## src/rtl/rv32i_pkg.sv

```systemverilog
// Shared RV32I definitions for the pipeline: word type, bubble encoding and
// the contents of the IF/ID pipeline register.
package rv32i_pkg;

  localparam int XLEN = 32;

  typedef logic [XLEN-1:0] word_t;

  // addi x0,x0,0 -- architectural no-op used as the pipeline bubble
  localparam word_t RV32I_NOP = 32'h0000_0013;

  // Default PC loaded on reset
  localparam word_t DEFAULT_RESET_VECTOR = 32'h0000_0000;

  // Byte distance between sequential instructions
  localparam word_t INSTR_BYTES = 32'd4;

  // Contents of the IF/ID register as seen by decode
  typedef struct packed {
    word_t pc;
    word_t pc_plus_4;
    word_t instruction;
    logic  valid;
  } if_id_t;

  // Force an address onto a word boundary (drops the two low bits)
  function automatic word_t word_align(input word_t addr);
    return {addr[XLEN-1:2], 2'b00};
  endfunction

endpackage

```

## src/rtl/if_id_register.sv

```systemverilog
// IF/ID pipeline register. Flush has priority over hold: a flush drops the
// captured instruction to a bubble but keeps the PC fields, a hold freezes
// every field, otherwise the fetched values are captured.
module if_id_register
  import rv32i_pkg::*;
#(
  parameter word_t NOP_INSTRUCTION = RV32I_NOP
) (
  input  logic   clk,
  input  logic   reset_n,
  input  logic   hold,
  input  logic   flush,
  input  word_t  fetch_pc,
  input  word_t  fetch_pc_plus_4,
  input  word_t  fetch_instruction,
  output if_id_t stage
);

  // IF/ID flops: reset to bubble, flush to bubble, hold, or capture fetch
  always_ff @(posedge clk or negedge reset_n) begin
    if (!reset_n) begin
      stage.pc          <= '0;
      stage.pc_plus_4   <= '0;
      stage.instruction <= NOP_INSTRUCTION;
      stage.valid       <= 1'b0;
    end else if (flush) begin
      stage.instruction <= NOP_INSTRUCTION;
      stage.valid       <= 1'b0;
    end else if (!hold) begin
      stage.pc          <= fetch_pc;
      stage.pc_plus_4   <= fetch_pc_plus_4;
      stage.instruction <= fetch_instruction;
      stage.valid       <= 1'b1;
    end
  end

endmodule

```

## src/rtl/instruction_fetch_stage.sv

```systemverilog
// Fetch stage: program counter, next-PC selection, IF/ID register and
// saturating stall/flush event counters.
//
// Control semantics (checked every rising edge, in priority order):
//   EX_branch_taken = 1 : redirect; wins over stale, squashes IF/ID, counts a flush
//   stale           = 1 : freeze PC and IF/ID, counts a stall
//   otherwise           : advance PC by 4 and capture imem_data into IF/ID
// imem_address is the only combinational output (it is the PC register).
module instruction_fetch_stage
  import rv32i_pkg::*;
#(
  parameter word_t RESET_VECTOR    = DEFAULT_RESET_VECTOR,
  parameter word_t NOP_INSTRUCTION = RV32I_NOP,
  parameter int    COUNTER_WIDTH   = 16
) (
  input  logic                     clk,
  input  logic                     reset_n,
  input  logic                     stale,
  input  logic                     EX_branch_taken,
  input  logic [31:0]              EX_branch_target,
  output logic [31:0]              imem_address,
  input  logic [31:0]              imem_data,
  output logic [31:0]              ID_pc,
  output logic [31:0]              ID_pc_plus_4,
  output logic [31:0]              ID_instruction,
  output logic                     ID_valid,
  output logic                     misaligned_target,
  output logic [COUNTER_WIDTH-1:0] stall_count,
  output logic [COUNTER_WIDTH-1:0] flush_count
);

  localparam logic [COUNTER_WIDTH-1:0] COUNT_MAX = {COUNTER_WIDTH{1'b1}};

  word_t  pc;
  word_t  pc_plus_4;
  logic   redirect;
  logic   stall;
  if_id_t if_id;

  // Redirect overrides a stall request in the same cycle
  assign redirect  = EX_branch_taken;
  assign stall     = stale && !EX_branch_taken;
  assign pc_plus_4 = pc + INSTR_BYTES;

  // Program counter: redirect to aligned target, hold on stall, else step
  always_ff @(posedge clk or negedge reset_n) begin
    if (!reset_n) begin
      pc <= RESET_VECTOR;
    end else if (redirect) begin
      pc <= word_align(EX_branch_target);
    end else if (!stall) begin
      pc <= pc_plus_4;
    end
  end

  // Sticky misaligned-target flag; only reset clears it
  always_ff @(posedge clk or negedge reset_n) begin
    if (!reset_n) begin
      misaligned_target <= 1'b0;
    end else if (redirect && (EX_branch_target[1:0] != 2'b00)) begin
      misaligned_target <= 1'b1;
    end
  end

  // Saturating event counters for accepted stalls and redirects
  always_ff @(posedge clk or negedge reset_n) begin
    if (!reset_n) begin
      stall_count <= '0;
      flush_count <= '0;
    end else begin
      if (stall && (stall_count != COUNT_MAX)) begin
        stall_count <= stall_count + 1'b1;
      end
      if (redirect && (flush_count != COUNT_MAX)) begin
        flush_count <= flush_count + 1'b1;
      end
    end
  end

  if_id_register #(
    .NOP_INSTRUCTION (NOP_INSTRUCTION)
  ) u_if_id (
    .clk               (clk),
    .reset_n           (reset_n),
    .hold              (stall),
    .flush             (redirect),
    .fetch_pc          (pc),
    .fetch_pc_plus_4   (pc_plus_4),
    .fetch_instruction (imem_data),
    .stage             (if_id)
  );

  assign imem_address   = pc;
  assign ID_pc          = if_id.pc;
  assign ID_pc_plus_4   = if_id.pc_plus_4;
  assign ID_instruction = if_id.instruction;
  assign ID_valid       = if_id.valid;

endmodule
```

## config.mk

```make
export PLATFORM = sky130hd
export DESIGN_NAME = instruction_fetch_stage
export DESIGN_NICKNAME = d
export VERILOG_FILES = /design/src/rtl/rv32i_pkg.sv /design/src/rtl/if_id_register.sv /design/src/rtl/instruction_fetch_stage.sv
export SDC_FILE = /design/constraint.sdc
export NUM_CORES = 1
export LEC_CHECK = 0
export BUFFER_PORTS_ARGS = -buffer_cell sky130_fd_sc_hd__buf_2
export CAP_MARGIN = 20
export CORE_UTILIZATION = 47
export DETAILED_ROUTE_END_ITERATION = 8
export PLACE_DENSITY = 0.86
export SLEW_MARGIN = 40
export SYNTH_ARGS = -nofsm -noshare
export SYNTH_HDL_FRONTEND = slang
export SYNTH_SLANG_ARGS = --single-unit
```

## constraint.sdc

```tcl
create_clock -name clk -period 1.6 [get_ports clk]
set_input_delay 0.48 -clock clk [delete_from_list [all_inputs] [get_ports clk]]
set_output_delay 0.48 -clock clk [all_outputs]
set_load 0.05 [all_outputs]
```

==> impl_metrics.env <==
export IMPL_hold_class="in -> reg"
export IMPL_wirelength_um=28100
export IMPL_start_util_pct=48.7
export IMPL_clock_sinks=156
export IMPL_core_area_um2=15400
export IMPL_seq_area_um2=3980
export IMPL_yosysTopAreaCellShare_pct=51.2
export IMPL_drtIter0Drc=647
export IMPL_wl_per_cell_um=20.3
export IMPL_grt_pass1_wl_um=39200
export IMPL_rsz0062_at_grt="true"
export IMPL_finClkSkew_ns=0.0182
export IMPL_critical_path_cell_chain="buf_6 -> nand4_1 -> nor4_2 -> buf_4 -> buf_12 -> buf_4 -> nand2_2 -> xnor2_1 -> o21ai_1"
export IMPL_synth_warnings=0
export IMPL_area_growth_pct=62.5
export IMPL_nNetsFinal=1227
export IMPL_holdWs_ns=0.264
export IMPL_port_buffers=223
export IMPL_maxCapViolations=0
export IMPL_grt_max_degree=49
export IMPL_ir_worst_vdd_mv=0.947
export IMPL_relSlewSlack_pct=62.1
export IMPL_cts_made_buffers=17
export IMPL_pre_cts_slack_ns=-0.154
export IMPL_report_final_slew_viol_count=0
export IMPL_track_usage_pct=31.4
export IMPL_r2r_start="imem_address[9]$_DFFE_PN0N_"
export IMPL_status="finished, violations left"
export IMPL_seq_area_frac_synth_pct=52.2
export IMPL_rows=45
export IMPL_power_density_nw_per_um2=1190
export IMPL_place_hpwl_um=15800
export IMPL_multi_input_area_um2=3730
export IMPL_p_leak_nw=5.93
export IMPL_die_h_um=128
export IMPL_hold_viol_final=0
export IMPL_clock_latency_ns=0.44
export IMPL_yosysUniqueCellTypes=47
export IMPL_setup_viol=77
export IMPL_gp_congestion=0.903
export IMPL_synth_seq_cells=156
export IMPL_end_kind="register"
export IMPL_clkTransAtPathRegs_ns=0.06
export IMPL_grt_overflow_total=0
export IMPL_netlist_area_um2=7480
export IMPL_synth_edf_count=0
export IMPL_antenna_found_initial=2
export IMPL_critPathKind="reg -> reg"
export IMPL_violations="setup timing"
export IMPL_crit_top_cell="buf_4"
export IMPL_htreeDepth=4
export IMPL_vias_per_cell=5.61
export IMPL_worstMarginPinSlew_ns=0.568
export IMPL_drc=0
export IMPL_fillers=822
export IMPL_postSynthCellCount=764
export IMPL_num_vias=7754
export IMPL_io_pins=230
export IMPL_drt_pass1_iter_count=5
export IMPL_die_area_um2=16400
export IMPL_required_ns=1.91
export IMPL_drive_above_1_share_pct=52.5
export IMPL_yosys_area_top_type="dfrtp_1"
export IMPL_synth_ff_type="dfrtp_1"
export IMPL_min_period_ns=1.87
export IMPL_min_period_over_period_pct=117
export IMPL_crit_fanout=9
export IMPL_cts_root_buffer="clkbuf_16"
export IMPL_cts_tree="yes"
export IMPL_instances_no_fill=1381
export IMPL_worstSetupStartpointType="register"
export IMPL_max_freq_ghz=0.535
export IMPL_dpl_cell_count=1252
export IMPL_synthTopCellsByArea="dfrtp_1, nand2_1, xnor2_1"
export IMPL_grt_pass1_vias=7576
export IMPL_slowest_delay_ns=0.38
export IMPL_die_w_um=128
export IMPL_ant_nets=0
export IMPL_avgSynthCellArea_um2=9.80
export IMPL_setup_ws_ns=-0.268
export IMPL_cts_buffer_depth=2
export IMPL_synthArstFlopShare_pct=100
export IMPL_hold_start="EX_branch_target[8]"
export IMPL_critPathArrivalTime_ns=2.17
export IMPL_cp_startpoint="imem_address[9]$_DFFE_PN0N_"
export IMPL_cp_slowest_cell="dfrtp_2"
## logic make-up after synthesis
logic type	synth area share, %
adder cells (fa/ha/maj)	0.502
AO/OA/AOI/OAI	5.40
multiplexers	4.92
AND/OR/NAND/NOR	22.4
XOR/XNOR	9.25
buffers and inverters	5.28
flip-flops	52.2
other	0.0501
## registers in the layout, indices dropped and copies added (netlist names)
| register | cells |
|---|---|
| u_if_id.stage | 93 |
| imem_address | 30 |
| flush_count | 16 |
| stall_count | 16 |
| misaligned_target | 1 |
## layout by cell type (no fill, tap or decap), drive strengths merged, types with 2 or more instances in the layout
cell type / Yosys / final
buf: 40 / 424
nand2: 171 / 171
dfrtp: 153 / 153
o21ai: 66 / 66
xnor2: 53 / 53
nor2: 51 / 51
mux2i: 30 / 30
nand3: 30 / 30
nand4: 26 / 26
xor2: 26 / 26
clkbuf: 22 / 26
and3: 13 / 13
nor3: 12 / 12
nor4: 11 / 11
a21oi: 8 / 8
inv: 7 / 7
nor2b: 6 / 6
conb: 1 / 6
mux2: 6 / 6
clkinvlp: 0 / 5
and4: 5 / 5
clkinv: 0 / 4
a211o: 3 / 3
nand2b: 3 / 3
ha: 3 / 3
bufinv: 0 / 3
dfstp: 3 / 3
and4b: 2 / 2
nand4b: 2 / 2
or2: 2 / 2
or4: 2 / 2
## routing by layer
layer | global-route usage, % | share of wire (%)
met4 | 16.3 | 5.4
met5 | 0 | 0.028
met3 | 8.68 | 8.7
met2 | 54.8 | 51
met1 | 34.8 | 34
## cell type report
cell class                      count  share of cell area [%]
Sequential cell                   156                    32.7
Multi-Input combinational cell    543                    30.7
Timing Repair Buffer              431                    29.4
Clock buffer                       20                    3.59
Tap cell                          211                    2.17
Clock inverter                     12                    1.21
Inverter                            7                   0.216
Antenna cell                        1                  0.0206
## where the power goes
| part | switching [mW] | internal (mW) |
|---|---|---|
| logic | 3.31 | 1.97 |
| registers | 0.541 | 4.50 |
| clock network | 1.69 | 2.44 |
| total | 5.55 | 8.91 |
## path summary, 6_finish.rpt
check / to / slack (ns) / cells past startpoint
worst min-delay path: imem_address[8]$_DFFE_PN0N_ / 0.26 / 3
worst max register to register: u_if_id.stage[54]$_DFFE_PN0P_ / -0.27 / 9
min in group asynchronous: flush_count[15]$_DFFE_PN0P_ / 0.57 / 2
max in group asynchronous: imem_address[31]$_DFFE_PN0N_ / 0.44 / 3
worst max-delay path: u_if_id.stage[54]$_DFFE_PN0P_ / -0.27 / 9
worst min register to register: u_if_id.stage[78]$_DFFE_PN0P_ / 0.47 / 2
## critical path: cells and delay by family (launching register included)
kind | cells | cell delay [ns]
xor gates and xnor gates | 1 | 0.18
and+or+nand+nor | 3 | 0.50
AOI/OAI and AO/OA | 1 | 0.09
DFF | 1 | 0.38
buffers and inverters | 4 | 0.57
## metrics by stage
step	power, mW	util, %	area [um^2]	setup TNS, ns
CTS	13.9	74.7	11500	-1.23
floorplan	7.85	-	7960	-5.54
global placement	9.04	63.7	9790	-0.758
finish	14.5	79.1	12200	-5.35
detailed placement	9.15	63.7	9790	-2.76
global route	14.9	79.1	12200	-8.40
## synth_stat cells (all sizes together), types with 5 or more instances
cell type    n
a21oi        8
and3        13
and4         5
buf         40
clkbuf      22
dfrtp      153
inv          7
mux2         6
mux2i       30
nand2      171
nand3       30
nand4       26
nor2        51
nor2b        6
nor3        12
nor4        11
o21ai       66
xnor2       53
xor2        26
## what timing repair did
item | in CTS | in global routing
pin swaps | 15 | 55
setup buffers | 55 | 47
endpoints found under the setup margin | 73 | 117
hold buffers | 1 | 0
hold endpoints to repair | 5 | 0
gates resized for setup | 196 | 97
No activity file was read; power rests on OpenSTA's default activity.
